===== src/rtl/store_merge_unit.sv =====
// -----------------------------------------------------------------------------
// store_merge_unit
//
// MEM-stage store engine for the multicycle core. Performs SB/SH/SW against a
// 32-bit word memory. Word stores are written directly. Byte and halfword
// stores read the target word, replace its low byte/halfword with register
// data, and write the merged word back.
//
// Ports:
//   clk        in   system clock, rising edge
//   reset      in   synchronous, active-high reset
//   start      in   request strobe, sampled only while idle
//   SS_control in   store size: 00 none, 01 SB, 10 SH, 11 SW
//   Address    in   byte address of the target word (passed through unchanged)
//   Reg_data   in   rs2 value to store
//   Mem_rdata  in   memory read data, valid MEM_LATENCY cycles after Mem_addr
//   Mem_addr   out  memory address (registered)
//   Mem_wr     out  memory write enable, one-cycle pulse (registered)
//   Mem_wdata  out  memory write data (registered)
//   busy       out  high in every state except IDLE (registered)
//   done       out  one-cycle completion pulse (registered)
// -----------------------------------------------------------------------------
module store_merge_unit #(
    parameter int MEM_LATENCY = 1
) (
    input  logic        clk,
    input  logic        reset,
    input  logic        start,
    input  logic [1:0]  SS_control,
    input  logic [31:0] Address,
    input  logic [31:0] Reg_data,
    input  logic [31:0] Mem_rdata,
    output logic [31:0] Mem_addr,
    output logic        Mem_wr,
    output logic [31:0] Mem_wdata,
    output logic        busy,
    output logic        done
);

    localparam logic [1:0] SZ_NONE = 2'b00;
    localparam logic [1:0] SZ_B    = 2'b01;
    localparam logic [1:0] SZ_H    = 2'b10;
    localparam logic [1:0] SZ_W    = 2'b11;

    // Out-of-range latencies are clamped into 1..4 so the counter never wraps.
    localparam int LAT_CLAMP = (MEM_LATENCY < 1) ? 1 :
                               ((MEM_LATENCY > 4) ? 4 : MEM_LATENCY);
    // The counter is loaded at accept and the read finishes when it reads zero,
    // giving exactly MEM_LATENCY cycles in READ.
    localparam logic [2:0] LAT_LOAD = 3'(LAT_CLAMP - 1);

    typedef enum logic [1:0] {
        ST_IDLE  = 2'b00,
        ST_READ  = 2'b01,
        ST_WRITE = 2'b10,
        ST_DONE  = 2'b11
    } state_t;

    // Merge register data into the low lane of the word read from memory.
    // The lane position matches the load unit's extraction (bits 7:0 / 15:0).
    function automatic logic [31:0] merge_word(
        input logic [1:0]  size,
        input logic [31:0] rdata,
        input logic [15:0] data
    );
        logic [31:0] word;
        case (size)
            SZ_B:    word = {rdata[31:8],  data[7:0]};
            SZ_H:    word = {rdata[31:16], data[15:0]};
            default: word = rdata;
        endcase
        return word;
    endfunction

    state_t      state_r, state_s;
    logic [2:0]  cnt_r,   cnt_s;
    logic [1:0]  size_r,  size_s;
    logic [15:0] data_r,  data_s;
    logic [31:0] addr_r,  addr_s;
    logic        wr_r,    wr_s;
    logic [31:0] wdata_r, wdata_s;
    logic        busy_r,  busy_s;
    logic        done_r,  done_s;

    // Next-state and next-output logic; every register holds unless changed.
    always_comb begin
        state_s = state_r;
        cnt_s   = cnt_r;
        size_s  = size_r;
        data_s  = data_r;
        addr_s  = addr_r;
        wr_s    = 1'b0;
        wdata_s = wdata_r;
        done_s  = 1'b0;

        case (state_r)
            ST_IDLE: begin
                if (start) begin
                    size_s = SS_control;
                    // Only the low halfword is ever merged; SW takes the full
                    // word straight from Reg_data at accept.
                    data_s = Reg_data[15:0];
                    addr_s = Address;
                    cnt_s  = LAT_LOAD;
                    case (SS_control)
                        SZ_NONE: begin
                            state_s = ST_DONE;
                            done_s  = 1'b1;
                        end
                        SZ_W: begin
                            state_s = ST_WRITE;
                            wr_s    = 1'b1;
                            wdata_s = Reg_data;
                        end
                        SZ_B:    state_s = ST_READ;
                        SZ_H:    state_s = ST_READ;
                        default: state_s = ST_IDLE;
                    endcase
                end else begin
                    state_s = ST_IDLE;
                end
            end
            ST_READ: begin
                // Mem_rdata is sampled only on the final READ edge.
                if (cnt_r == 3'd0) begin
                    state_s = ST_WRITE;
                    wr_s    = 1'b1;
                    wdata_s = merge_word(size_r, Mem_rdata, data_r);
                end else begin
                    cnt_s = cnt_r - 3'd1;
                end
            end
            ST_WRITE: begin
                state_s = ST_DONE;
                done_s  = 1'b1;
            end
            ST_DONE: begin
                // start is deliberately not looked at on this edge.
                state_s = ST_IDLE;
            end
            default: begin
                state_s = ST_IDLE;
            end
        endcase

        busy_s = (state_s != ST_IDLE);
    end

    // State and registered outputs; reset aborts any request without a write.
    always_ff @(posedge clk) begin
        if (reset) begin
            state_r <= ST_IDLE;
            cnt_r   <= 3'd0;
            size_r  <= 2'b00;
            data_r  <= 16'd0;
            addr_r  <= 32'd0;
            wr_r    <= 1'b0;
            wdata_r <= 32'd0;
            busy_r  <= 1'b0;
            done_r  <= 1'b0;
        end else begin
            state_r <= state_s;
            cnt_r   <= cnt_s;
            size_r  <= size_s;
            data_r  <= data_s;
            addr_r  <= addr_s;
            wr_r    <= wr_s;
            wdata_r <= wdata_s;
            busy_r  <= busy_s;
            done_r  <= done_s;
        end
    end

    assign Mem_addr  = addr_r;
    assign Mem_wr    = wr_r;
    assign Mem_wdata = wdata_r;
    assign busy      = busy_r;
    assign done      = done_r;

    store_merge_unit_chk u_chk (
        .clk    (clk),
        .reset  (reset),
        .mem_wr (wr_r),
        .busy   (busy_r),
        .done   (done_r)
    );

endmodule

// -----------------------------------------------------------------------------
// store_merge_unit_chk
//
// Protocol properties of the store engine's output pulses.
// Ports: clk, reset, mem_wr, busy, done (all inputs, observed only).
// -----------------------------------------------------------------------------
module store_merge_unit_chk (
    input logic clk,
    input logic reset,
    input logic mem_wr,
    input logic busy,
    input logic done
);

    a_wr_single : assert property (@(posedge clk) disable iff (reset)
        mem_wr |=> !mem_wr)
        else $error("store_merge_unit: write pulse longer than one cycle");

    a_wr_busy : assert property (@(posedge clk) disable iff (reset)
        mem_wr |-> busy)
        else $error("store_merge_unit: write while not busy");

    a_done_busy : assert property (@(posedge clk) disable iff (reset)
        done |-> busy)
        else $error("store_merge_unit: done while not busy");

    a_wr_done_excl : assert property (@(posedge clk) disable iff (reset)
        !(mem_wr && done))
        else $error("store_merge_unit: write and done together");

endmodule


===== config.mk =====
export PLATFORM = sky130hd
export DESIGN_NAME = store_merge_unit
export DESIGN_NICKNAME = d
export VERILOG_FILES = /design/src/rtl/store_merge_unit.sv
export SDC_FILE = /design/constraint.sdc
export NUM_CORES = 1
export LEC_CHECK = 0
export BUFFER_PORTS_ARGS = -buffer_cell sky130_fd_sc_hd__buf_2
export CAP_MARGIN = 20
export CORE_ASPECT_RATIO = 0.8
export CORE_MARGIN = 2
export CORE_UTILIZATION = 50
export CTS_CLUSTER_DIAMETER = 40
export DETAILED_ROUTE_END_ITERATION = 10
export GPL_TIMING_DRIVEN = 0
export PLACE_DENSITY = 0.89
export SYNTH_ARGS = -nofsm -noshare
export SYNTH_HDL_FRONTEND = slang
export SYNTH_SLANG_ARGS = --single-unit

===== constraint.sdc =====
create_clock -name clk -period 3.2 [get_ports clk]
set_input_delay 0.32 -clock clk [delete_from_list [all_inputs] [get_ports clk]]
set_output_delay 0.32 -clock clk [all_outputs]
set_load 0.05 [all_outputs]

==> impl_metrics.xml, run 1 <==
<?xml version="1.0" encoding="UTF-8"?>
<metrics>
  <group name="clock_tree">
    <metric name="clock_tree_from_tritoncts" unit="">built</metric>
    <metric name="cts-root-to-sink-buffers" unit="">2</metric>
    <metric name="tritoncts.num_buffers" unit="">9</metric>
    <metric name="postCtsHoldBufs" unit="">0</metric>
    <metric name="cts_max_level" unit="">3</metric>
    <metric name="clk_pin_slew_worst_paths" unit="ns">0.09</metric>
    <metric name="post-cts-setup-buffers" unit="">0</metric>
    <metric name="cts_repair_resized_insts" unit="">0</metric>
    <metric name="worst_skew_pair.late_latency" unit="ns">0.35</metric>
    <metric name="cts.sink_count" unit="">90</metric>
    <metric name="ctsRootBufferMaster" unit="">sky130_fd_sc_hd__clkbuf_8</metric>
  </group>
  <group name="logic_synthesis">
    <metric name="post_synth_most_frequent_cells" unit="">133 x sky130_fd_sc_hd__nand2_1, 90 x sky130_fd_sc_hd__dfxtp_1, 54 x sky130_fd_sc_hd__a21oi_1, 22 x sky130_fd_sc_hd__buf_2, 17 x sky130_fd_sc_hd__nor3_1</metric>
    <metric name="synth_seq_cells" unit="">90</metric>
    <metric name="yosys_most_used_dff" unit="">sky130_fd_sc_hd__dfxtp_1</metric>
    <metric name="seq_area_frac_synth" unit="">0.4745</metric>
    <metric name="synth_cells" unit="">452</metric>
    <metric name="synthDistinctLibCells" unit="">37</metric>
    <metric name="synthDominantCellAreaShare" unit="">0.4745</metric>
    <metric name="synth-edff-count" unit="">0</metric>
    <metric name="synth_area_leader_cell" unit="">sky130_fd_sc_hd__dfxtp_1</metric>
    <metric name="yosys_warnings" unit="">0</metric>
    <metric name="syn-mean-instance-area" unit="µm²">8.401</metric>
    <metric name="ys_top_cells_by_area" unit="">sky130_fd_sc_hd__dfxtp_1 47%, sky130_fd_sc_hd__nand2_1 13%, sky130_fd_sc_hd__a21oi_1 7.1%, sky130_fd_sc_hd__a311oi_1 3.7%, sky130_fd_sc_hd__buf_2 2.9%</metric>
    <metric name="post_synthesis_cell_area" unit="µm²">3797</metric>
    <metric name="yosysMostFrequentCell" unit="">sky130_fd_sc_hd__nand2_1</metric>
    <metric name="syn-num-nets" unit="">559</metric>
    <metric name="async_flop_share" unit="">0</metric>
  </group>
  <group name="die">
    <metric name="placement_rows" unit="">28</metric>
    <metric name="die_span_x" unit="µm">101.4</metric>
    <metric name="die-height" unit="µm">81.95</metric>
    <metric name="floorplan.die_area" unit="µm²">8312</metric>
    <metric name="initial_utilization" unit="">0.5137</metric>
    <metric name="top_level_ports" unit="">168</metric>
    <metric name="fp.coreArea" unit="µm²">7392</metric>
  </group>
  <group name="global_route">
    <metric name="remaining_global_route_overflow" unit="">0</metric>
    <metric name="via_count_of_the_first_global_routing_pass" unit="">3712</metric>
    <metric name="global_route.usage.total" unit="">0.2570</metric>
    <metric name="grt_pass1_wl" unit="µm">16990</metric>
    <metric name="grt_max_degree" unit="">15</metric>
    <metric name="grt_antenna_before_repair" unit="">0</metric>
  </group>
  <group name="final_layout">
    <metric name="num-nets-final" unit="">736</metric>
    <metric name="multiInputGateArea" unit="µm²">1754</metric>
    <metric name="post_route_cells_drive_above_1_share" unit="">0.3470</metric>
    <metric name="syn2layout_area_growth" unit="%">30.51</metric>
    <metric name="register_area" unit="µm²">1802</metric>
    <metric name="antenna-diode-count" unit="">0</metric>
    <metric name="fillerInstances" unit="">641</metric>
    <metric name="utilization" unit="">0.6704</metric>
  </group>
  <group name="setup_path">
    <metric name="worstSetupStartpointType" unit="">flop</metric>
    <metric name="worstPathRequired" unit="ns">3.44</metric>
    <metric name="cp-startpoint" unit="">size_r[0]</metric>
    <metric name="worstPathCellList" unit="">inv_1 -&gt; ha_1 -&gt; buf_2 -&gt; o21ba_2 -&gt; buf_1 -&gt; a221oi_1 -&gt; o41ai_1</metric>
    <metric name="max_incr_delay_on_cp" unit="ns">0.37</metric>
    <metric name="criticalPathCategory" unit="">flop to flop</metric>
    <metric name="worst_reg2reg_startpoint" unit="">size_r[0]</metric>
    <metric name="cp_slowest_cell" unit="">sky130_fd_sc_hd__dfxtp_1</metric>
    <metric name="cp_data_arrival_time" unit="ns">2.33</metric>
    <metric name="timing.critical_path.fanout_max" unit="">10</metric>
    <metric name="cp-end-kind" unit="">flop</metric>
  </group>
  <group name="detailed_routing">
    <metric name="routed_via_count" unit="">4035</metric>
    <metric name="routed_wire_length_per_instance" unit="µm">14.94</metric>
    <metric name="post_drt_via_cell_ratio" unit="">5.460</metric>
    <metric name="dr.first_iter.drc_count" unit="">201</metric>
    <metric name="drt_pre_antenna_iters" unit="">4</metric>
    <metric name="total_wirelength" unit="µm">11040</metric>
    <metric name="drtAntennaViolNets" unit="">0</metric>
    <metric name="drc_errors" unit="">0</metric>
  </group>
  <group name="sta">
    <metric name="max_clock_freq" unit="MHz">480.3</metric>
    <metric name="finalSetupViolations" unit="">0</metric>
    <metric name="timing.final.hold_violations" unit="">0</metric>
    <metric name="grt_setup_unrepaired" unit="">no</metric>
    <metric name="fin_skew" unit="ns">0.01143</metric>
    <metric name="hold-worst-slack" unit="ns">0.1969</metric>
    <metric name="fin_crit_sh" unit="">0.6506</metric>
    <metric name="maxSlewViolCount" unit="">0</metric>
    <metric name="final_period_minus_worst_setup_slack" unit="ns">2.082</metric>
    <metric name="timing_worst_slew_pin_value" unit="ns">0.7032</metric>
    <metric name="maxSlewHeadroom" unit="">0.5302</metric>
    <metric name="finalSetupTns" unit="ns">0</metric>
  </group>
  <group name="run">
    <metric name="drv.max_cap_violation_count" unit="">0</metric>
  </group>
  <group name="run_status">
    <metric name="outcome" unit="">finished clean</metric>
  </group>
  <group name="power_and_ir_drop">
    <metric name="fin_total_pwr" unit="mW">2.915</metric>
    <metric name="power_leakage" unit="nW">2.302</metric>
    <metric name="power_per_cell_area" unit="nW/µm²">588.1</metric>
    <metric name="power.ir.vdd_worst" unit="mV">0.3916</metric>
  </group>
  <group name="placed_design">
    <metric name="place.gp.congestion" unit="">0.8707</metric>
    <metric name="placement.io_buffers" unit="">166</metric>
    <metric name="place_hpwl" unit="µm">8210</metric>
  </group>
  <group name="worst_hold_path">
    <metric name="holdCritPathClass" unit="">primary input to flop</metric>
    <metric name="holdCritStartpoint" unit="">Address[30]</metric>
  </group>
</metrics>
worst max-delay path, delay by kind of cell, from the launching register on:
kind	cells	cell delay (ns)
buf+inv	3	0.59
compound gates	3	0.74
fa+ha+maj	1	0.29
flops	1	0.37
cell type report:
class	instances	share of cell area
repair buffers	166	0.1676
well taps	105	0.02651
clock buffers	12	0.02929
clock inverters	4	0.01035
flip-flops and latches	90	0.3635
inverters	7	0.005302
plain buffers	43	0.04342
multi-input cells	312	0.3540
sequential cells by signal (all words and copies together) (netlist names):
name,cells
Mem_addr,32
Mem_wdata,32
data_r,16
cnt_r,3
size_r,2
state_r,2
Mem_wr,1
busy,1
done,1
through the flow:
step	cell area [µm²]	worst slack, ns	std cells
CTS	4956	1.135	739
global placement	4760	1.180	723
detailed placement	4760	1.162	723
finish	4956	1.118	739
floorplan	3797	1.319	452
global route	4956	0.9490	739
kinds of logic (layout without fill, tap and decap cells):
logic type / count (synthesis) / after routing / synth area share
AND/OR/NAND/NOR: 190 / 190 / 0.2277
AO/OA/AOI/OAI: 116 / 116 / 0.2145
adder cells (fa/ha/maj): 6 / 6 / 0.01977
buffers and inverters: 50 / 232 / 0.06359
flip-flops: 90 / 90 / 0.4745
layer usage:
metal	GRT usage	wire (µm)	vias up
met5	0	0	-
met4	0.06622	107	0
met3	0.09106	1015	13
met2	0.4318	5311	185
met1	0.3163	4608	1893
li1	-	-	1944
where the power goes:
group          internal, mW  switching, mW
clock                 0.384          0.388
combinational         0.259          0.603
sequential             1.23         0.0548
cell usage in the layout (no fill, tap or decap), drive strengths merged, types with 2 or more instances in the layout:
| cell | count |
|---|---|
| a21o | 8 |
| a21oi | 54 |
| a221o | 8 |
| a221oi | 8 |
| a311oi | 16 |
| a31oi | 3 |
| a32o | 8 |
| and3b | 2 |
| buf | 198 |
| clkbuf | 23 |
| clkinv | 2 |
| dfxtp | 90 |
| ha | 6 |
| inv | 7 |
| nand2 | 133 |
| nor2 | 13 |
| nor2b | 4 |
| nor3 | 18 |
| nor4b | 2 |
| o21bai | 2 |
| o41ai | 8 |
| or2 | 2 |
| or3b | 2 |
| or4b | 8 |
worst paths after layout:
check	end	slack, ns	cells after the start
setup / recovery	Mem_wdata[2]	1.12	7
hold / removal	Mem_addr[30]	0.20	3
hold reg to reg	Mem_addr[28]	0.45	2
setup reg to reg	Mem_wdata[2]	1.12	7
Note: power is estimated with default switching activity, not from simulation.
==> run 2, diff against run 1 <==
Settings changed: ABC_AREA set to 1, CORE_UTILIZATION 50 to 43, PLACE_DENSITY 0.89 to 0.81.
Clock period 3.2 ns to 1.8 ns, I/O delays scaled along.
==> impl_metrics.xml, run 2 <==
<?xml version="1.0" encoding="UTF-8"?>
<metrics>
  <group name="setup_path">
    <metric name="crit_buf_inv" unit="">2</metric>
    <metric name="worst_path_most_repeated_cell" unit="">sky130_fd_sc_hd__ha_1</metric>
    <metric name="max_incr_delay_on_cp" unit="ns">0.35</metric>
    <metric name="worst-path-stages" unit="">8</metric>
    <metric name="r2r_cells" unit="">8</metric>
    <metric name="cp-end-kind" unit="">flop</metric>
    <metric name="cp_slowest_cell" unit="">sky130_fd_sc_hd__dfxtp_1</metric>
    <metric name="worstPathCellList" unit="">inv_1 -&gt; ha_1 -&gt; ha_1 -&gt; nand3_4 -&gt; nand2_4 -&gt; buf_6 -&gt; o21ai_0 -&gt; nor2_1</metric>
    <metric name="path_delay_family" unit="">adder cells</metric>
    <metric name="worstSetupStartpointType" unit="">flop</metric>
    <metric name="timing.critical_path.fanout_max" unit="">10</metric>
    <metric name="cp-startpoint" unit="">cnt_r[0]</metric>
    <metric name="worstPathRequired" unit="ns">2.04</metric>
    <metric name="criticalPathCategory" unit="">flop to flop</metric>
    <metric name="cp_data_arrival_time" unit="ns">1.89</metric>
    <metric name="worst_reg2reg_startpoint" unit="">cnt_r[0]</metric>
  </group>
  <group name="clock_tree">
    <metric name="clk_pin_slew_worst_paths" unit="ns">0.07</metric>
    <metric name="cts_repair_resized_insts" unit="">0</metric>
    <metric name="post-cts-setup-buffers" unit="">0</metric>
    <metric name="ctsRootBufferMaster" unit="">sky130_fd_sc_hd__clkbuf_16</metric>
    <metric name="cts_max_level" unit="">3</metric>
    <metric name="postCtsHoldBufs" unit="">0</metric>
    <metric name="cts.sink_count" unit="">90</metric>
    <metric name="worst_skew_pair.late_latency" unit="ns">0.34</metric>
    <metric name="tritoncts.num_buffers" unit="">9</metric>
    <metric name="cts-root-to-sink-buffers" unit="">2</metric>
    <metric name="clock_tree_from_tritoncts" unit="">built</metric>
  </group>
  <group name="logic_synthesis">
    <metric name="largest_family_of_logic_cells_by_synthesized_area" unit="">simple AND/OR/NAND/NOR gates</metric>
    <metric name="yosysMostFrequentCell" unit="">sky130_fd_sc_hd__nor2_1</metric>
    <metric name="syn-num-nets" unit="">679</metric>
    <metric name="yosys_most_used_dff" unit="">sky130_fd_sc_hd__dfxtp_1</metric>
    <metric name="post_synthesis_cell_area" unit="µm²">4016</metric>
    <metric name="area_share_of_fa_ha_maj_cells_after_synthesis" unit="">0.01869</metric>
    <metric name="synthDominantCellAreaShare" unit="">0.4486</metric>
    <metric name="synthXorXnorAreaFrac" unit="">0</metric>
    <metric name="synth_seq_cells" unit="">90</metric>
    <metric name="synth_area_leader_cell" unit="">sky130_fd_sc_hd__dfxtp_1</metric>
    <metric name="synth.area.mux_share" unit="">0</metric>
    <metric name="syn-mean-instance-area" unit="µm²">7.022</metric>
    <metric name="post_synth_most_frequent_cells" unit="">132 x sky130_fd_sc_hd__nor2_1, 121 x sky130_fd_sc_hd__nand2_1, 90 x sky130_fd_sc_hd__dfxtp_1, 76 x sky130_fd_sc_hd__o21ai_0, 33 x sky130_fd_sc_hd__inv_1</metric>
    <metric name="seq_area_frac_synth" unit="">0.4486</metric>
    <metric name="synth_compound_area_frac" unit="">0.1321</metric>
    <metric name="synth_cells" unit="">572</metric>
    <metric name="synthDistinctLibCells" unit="">23</metric>
    <metric name="ys_top_cells_by_area" unit="">sky130_fd_sc_hd__dfxtp_1 45%, sky130_fd_sc_hd__nor2_1 12%, sky130_fd_sc_hd__nand2_1 11%, sky130_fd_sc_hd__o21ai_0 9.5%, sky130_fd_sc_hd__inv_1 3.1%</metric>
    <metric name="synth-edff-count" unit="">0</metric>
    <metric name="post_synth_and_or_nand_nor_area_fraction" unit="">0.3181</metric>
    <metric name="async_flop_share" unit="">0</metric>
    <metric name="yosys_warnings" unit="">0</metric>
  </group>
  <group name="sta">
    <metric name="final_period_minus_worst_setup_slack" unit="ns">1.647</metric>
    <metric name="grt_setup_unrepaired" unit="">no</metric>
    <metric name="maxSlewHeadroom" unit="">0.6836</metric>
    <metric name="maxSlewViolCount" unit="">0</metric>
    <metric name="finalSetupViolations" unit="">0</metric>
    <metric name="fin_skew" unit="ns">0.007875</metric>
    <metric name="fin_crit_sh" unit="">0.9151</metric>
    <metric name="timing.final.hold_violations" unit="">0</metric>
    <metric name="finalSetupTns" unit="ns">0</metric>
    <metric name="final_critical_path_setup_slack" unit="ns">0.1528</metric>
    <metric name="timing_worst_slew_pin_value" unit="ns">0.4745</metric>
    <metric name="max_clock_freq" unit="MHz">607.1</metric>
  </group>
  <group name="worst_hold_path">
    <metric name="holdPathStages" unit="">3</metric>
    <metric name="holdCritPathClass" unit="">primary input to flop</metric>
    <metric name="holdCritStartpoint" unit="">Address[25]</metric>
  </group>
  <group name="detailed_routing">
    <metric name="routed_via_count" unit="">4261</metric>
    <metric name="drt_pre_antenna_iters" unit="">5</metric>
    <metric name="drc_errors" unit="">0</metric>
    <metric name="routed_wire_length_per_instance" unit="µm">13.43</metric>
    <metric name="dr.first_iter.drc_count" unit="">307</metric>
    <metric name="post_drt_via_cell_ratio" unit="">4.909</metric>
    <metric name="total_wirelength" unit="µm">11650</metric>
    <metric name="drtAntennaViolNets" unit="">0</metric>
  </group>
  <group name="final_layout">
    <metric name="multiInputGateArea" unit="µm²">1883</metric>
    <metric name="antenna-diode-count" unit="">0</metric>
    <metric name="final_common_cell" unit="">sky130_fd_sc_hd__buf_2</metric>
    <metric name="num-nets-final" unit="">856</metric>
    <metric name="syn2layout_area_growth" unit="%">31.99</metric>
    <metric name="post_route_cells_drive_above_1_share" unit="">0.3081</metric>
    <metric name="final_design_area_no_fill" unit="µm²">5301</metric>
    <metric name="most-common-layout-cells" unit="">178 x sky130_fd_sc_hd__buf_2, 132 x sky130_fd_sc_hd__nor2_1, 121 x sky130_fd_sc_hd__nand2_1</metric>
    <metric name="register_area" unit="µm²">1802</metric>
    <metric name="fillerInstances" unit="">851</metric>
  </group>
  <group name="die">
    <metric name="fp.coreArea" unit="µm²">9076</metric>
    <metric name="die_span_x" unit="µm">112.1</metric>
    <metric name="die-height" unit="µm">90.44</metric>
    <metric name="floorplan.die_area" unit="µm²">10130</metric>
    <metric name="top_level_ports" unit="">168</metric>
    <metric name="placement_rows" unit="">31</metric>
    <metric name="initial_utilization" unit="">0.4425</metric>
  </group>
  <group name="run_status">
    <metric name="outcome" unit="">finished clean</metric>
  </group>
  <group name="placed_design">
    <metric name="place.gp.congestion" unit="">0.8563</metric>
    <metric name="postPlaceCellArea" unit="µm²">4996</metric>
    <metric name="post-place-ws" unit="ns">0.1426</metric>
    <metric name="place_hpwl" unit="µm">8758</metric>
    <metric name="placement.io_buffers" unit="">167</metric>
  </group>
  <group name="global_route">
    <metric name="grt_pass1_wl" unit="µm">18900</metric>
    <metric name="global_route.usage.total" unit="">0.2308</metric>
    <metric name="remaining_global_route_overflow" unit="">0</metric>
    <metric name="grt_max_degree" unit="">15</metric>
    <metric name="grt_antenna_before_repair" unit="">0</metric>
    <metric name="via_count_of_the_first_global_routing_pass" unit="">4036</metric>
  </group>
  <group name="run">
    <metric name="drv.max_cap_violation_count" unit="">0</metric>
  </group>
  <group name="power_and_ir_drop">
    <metric name="power_leakage" unit="nW">2.784</metric>
    <metric name="fin_total_pwr" unit="mW">7.426</metric>
    <metric name="power.ir.vdd_worst" unit="mV">0.7901</metric>
    <metric name="power_per_cell_area" unit="nW/µm²">1401</metric>
  </group>
</metrics>
## run 2: changes by cell type in the layout (fill, tap and decap cells not counted), moves of 12 or more
cell and change:
sky130_fd_sc_hd__or2_2 +15, sky130_fd_sc_hd__nand2_1 -12, sky130_fd_sc_hd__nand3_1 +15, sky130_fd_sc_hd__inv_1 +26, sky130_fd_sc_hd__o21ai_0 +76, sky130_fd_sc_hd__nor3_1 -17, sky130_fd_sc_hd__a311oi_1 -16, sky130_fd_sc_hd__a21oi_1 -33
sky130_fd_sc_hd__nor2_1 +120
## run 2: layer usage
metal  track usage  up-vias  share of wire
met3       0.06510       21          0.082
met1        0.3000     1923           0.44
met4       0.07927        0          0.021
met2        0.3697      167           0.46
li1              -     2150              -
met5             0        -              0
## run 2: report_power, final
group | leakage (nW) | switching (mW) | total (mW) | internal [mW]
clock | 0.145 | 0.773 | 1.98 | 1.21
combinational | 1.90 | 2.11 | 2.91 | 0.803
sequential | 0.743 | 0.175 | 2.53 | 2.36
## run 2: worst paths after layout
path	endpoint	slack, ns
worst min-delay path	Mem_addr[25]	0.08
worst min register to register	Mem_wdata[31]	0.45
worst max register to register	Mem_wdata[30]	0.15
worst max-delay path	Mem_wdata[30]	0.15
## run 2: area by class of cell
class,count,area share
multi-input combinational,414,0.3552
clock buffer,10,0.04319
sequential,90,0.3399
inverter,37,0.02667
timing repair buffer,167,0.1577
tap,115,0.02714
buffer,30,0.03517
clock inverter,5,0.01511
## run 2: cells by family after synthesis
group | count (synthesis)
AND/OR/NAND/NOR | 302
AO/OA/AOI/OAI | 106
flip-flops | 90
buffers and inverters | 68
adder cells (fa/ha/maj) | 6
## run 2: stage by stage
stage / util / cells / hold WS (ns)
2_1_floorplan: - / 572 / 0.2491
3_3_place_gp: 0.5505 / 854 / 0.4276
3_5_place_dp: 0.5505 / 854 / 0.4366
4_1_cts: 0.5845 / 869 / 0.07614
5_1_grt: 0.5841 / 868 / 0.09476
6_report: 0.5841 / 868 / 0.08288
## run 2: worst register-to-register path, cell delays in order (launching register included)
cell and delay, ns:
sky130_fd_sc_hd__dfxtp_1 0.35, sky130_fd_sc_hd__inv_1 0.06, sky130_fd_sc_hd__ha_1 0.20, sky130_fd_sc_hd__ha_1 0.24, sky130_fd_sc_hd__nand3_4 0.18, sky130_fd_sc_hd__nand2_4 0.14
sky130_fd_sc_hd__buf_6 0.17, sky130_fd_sc_hd__o21ai_0 0.16, sky130_fd_sc_hd__nor2_1 0.05
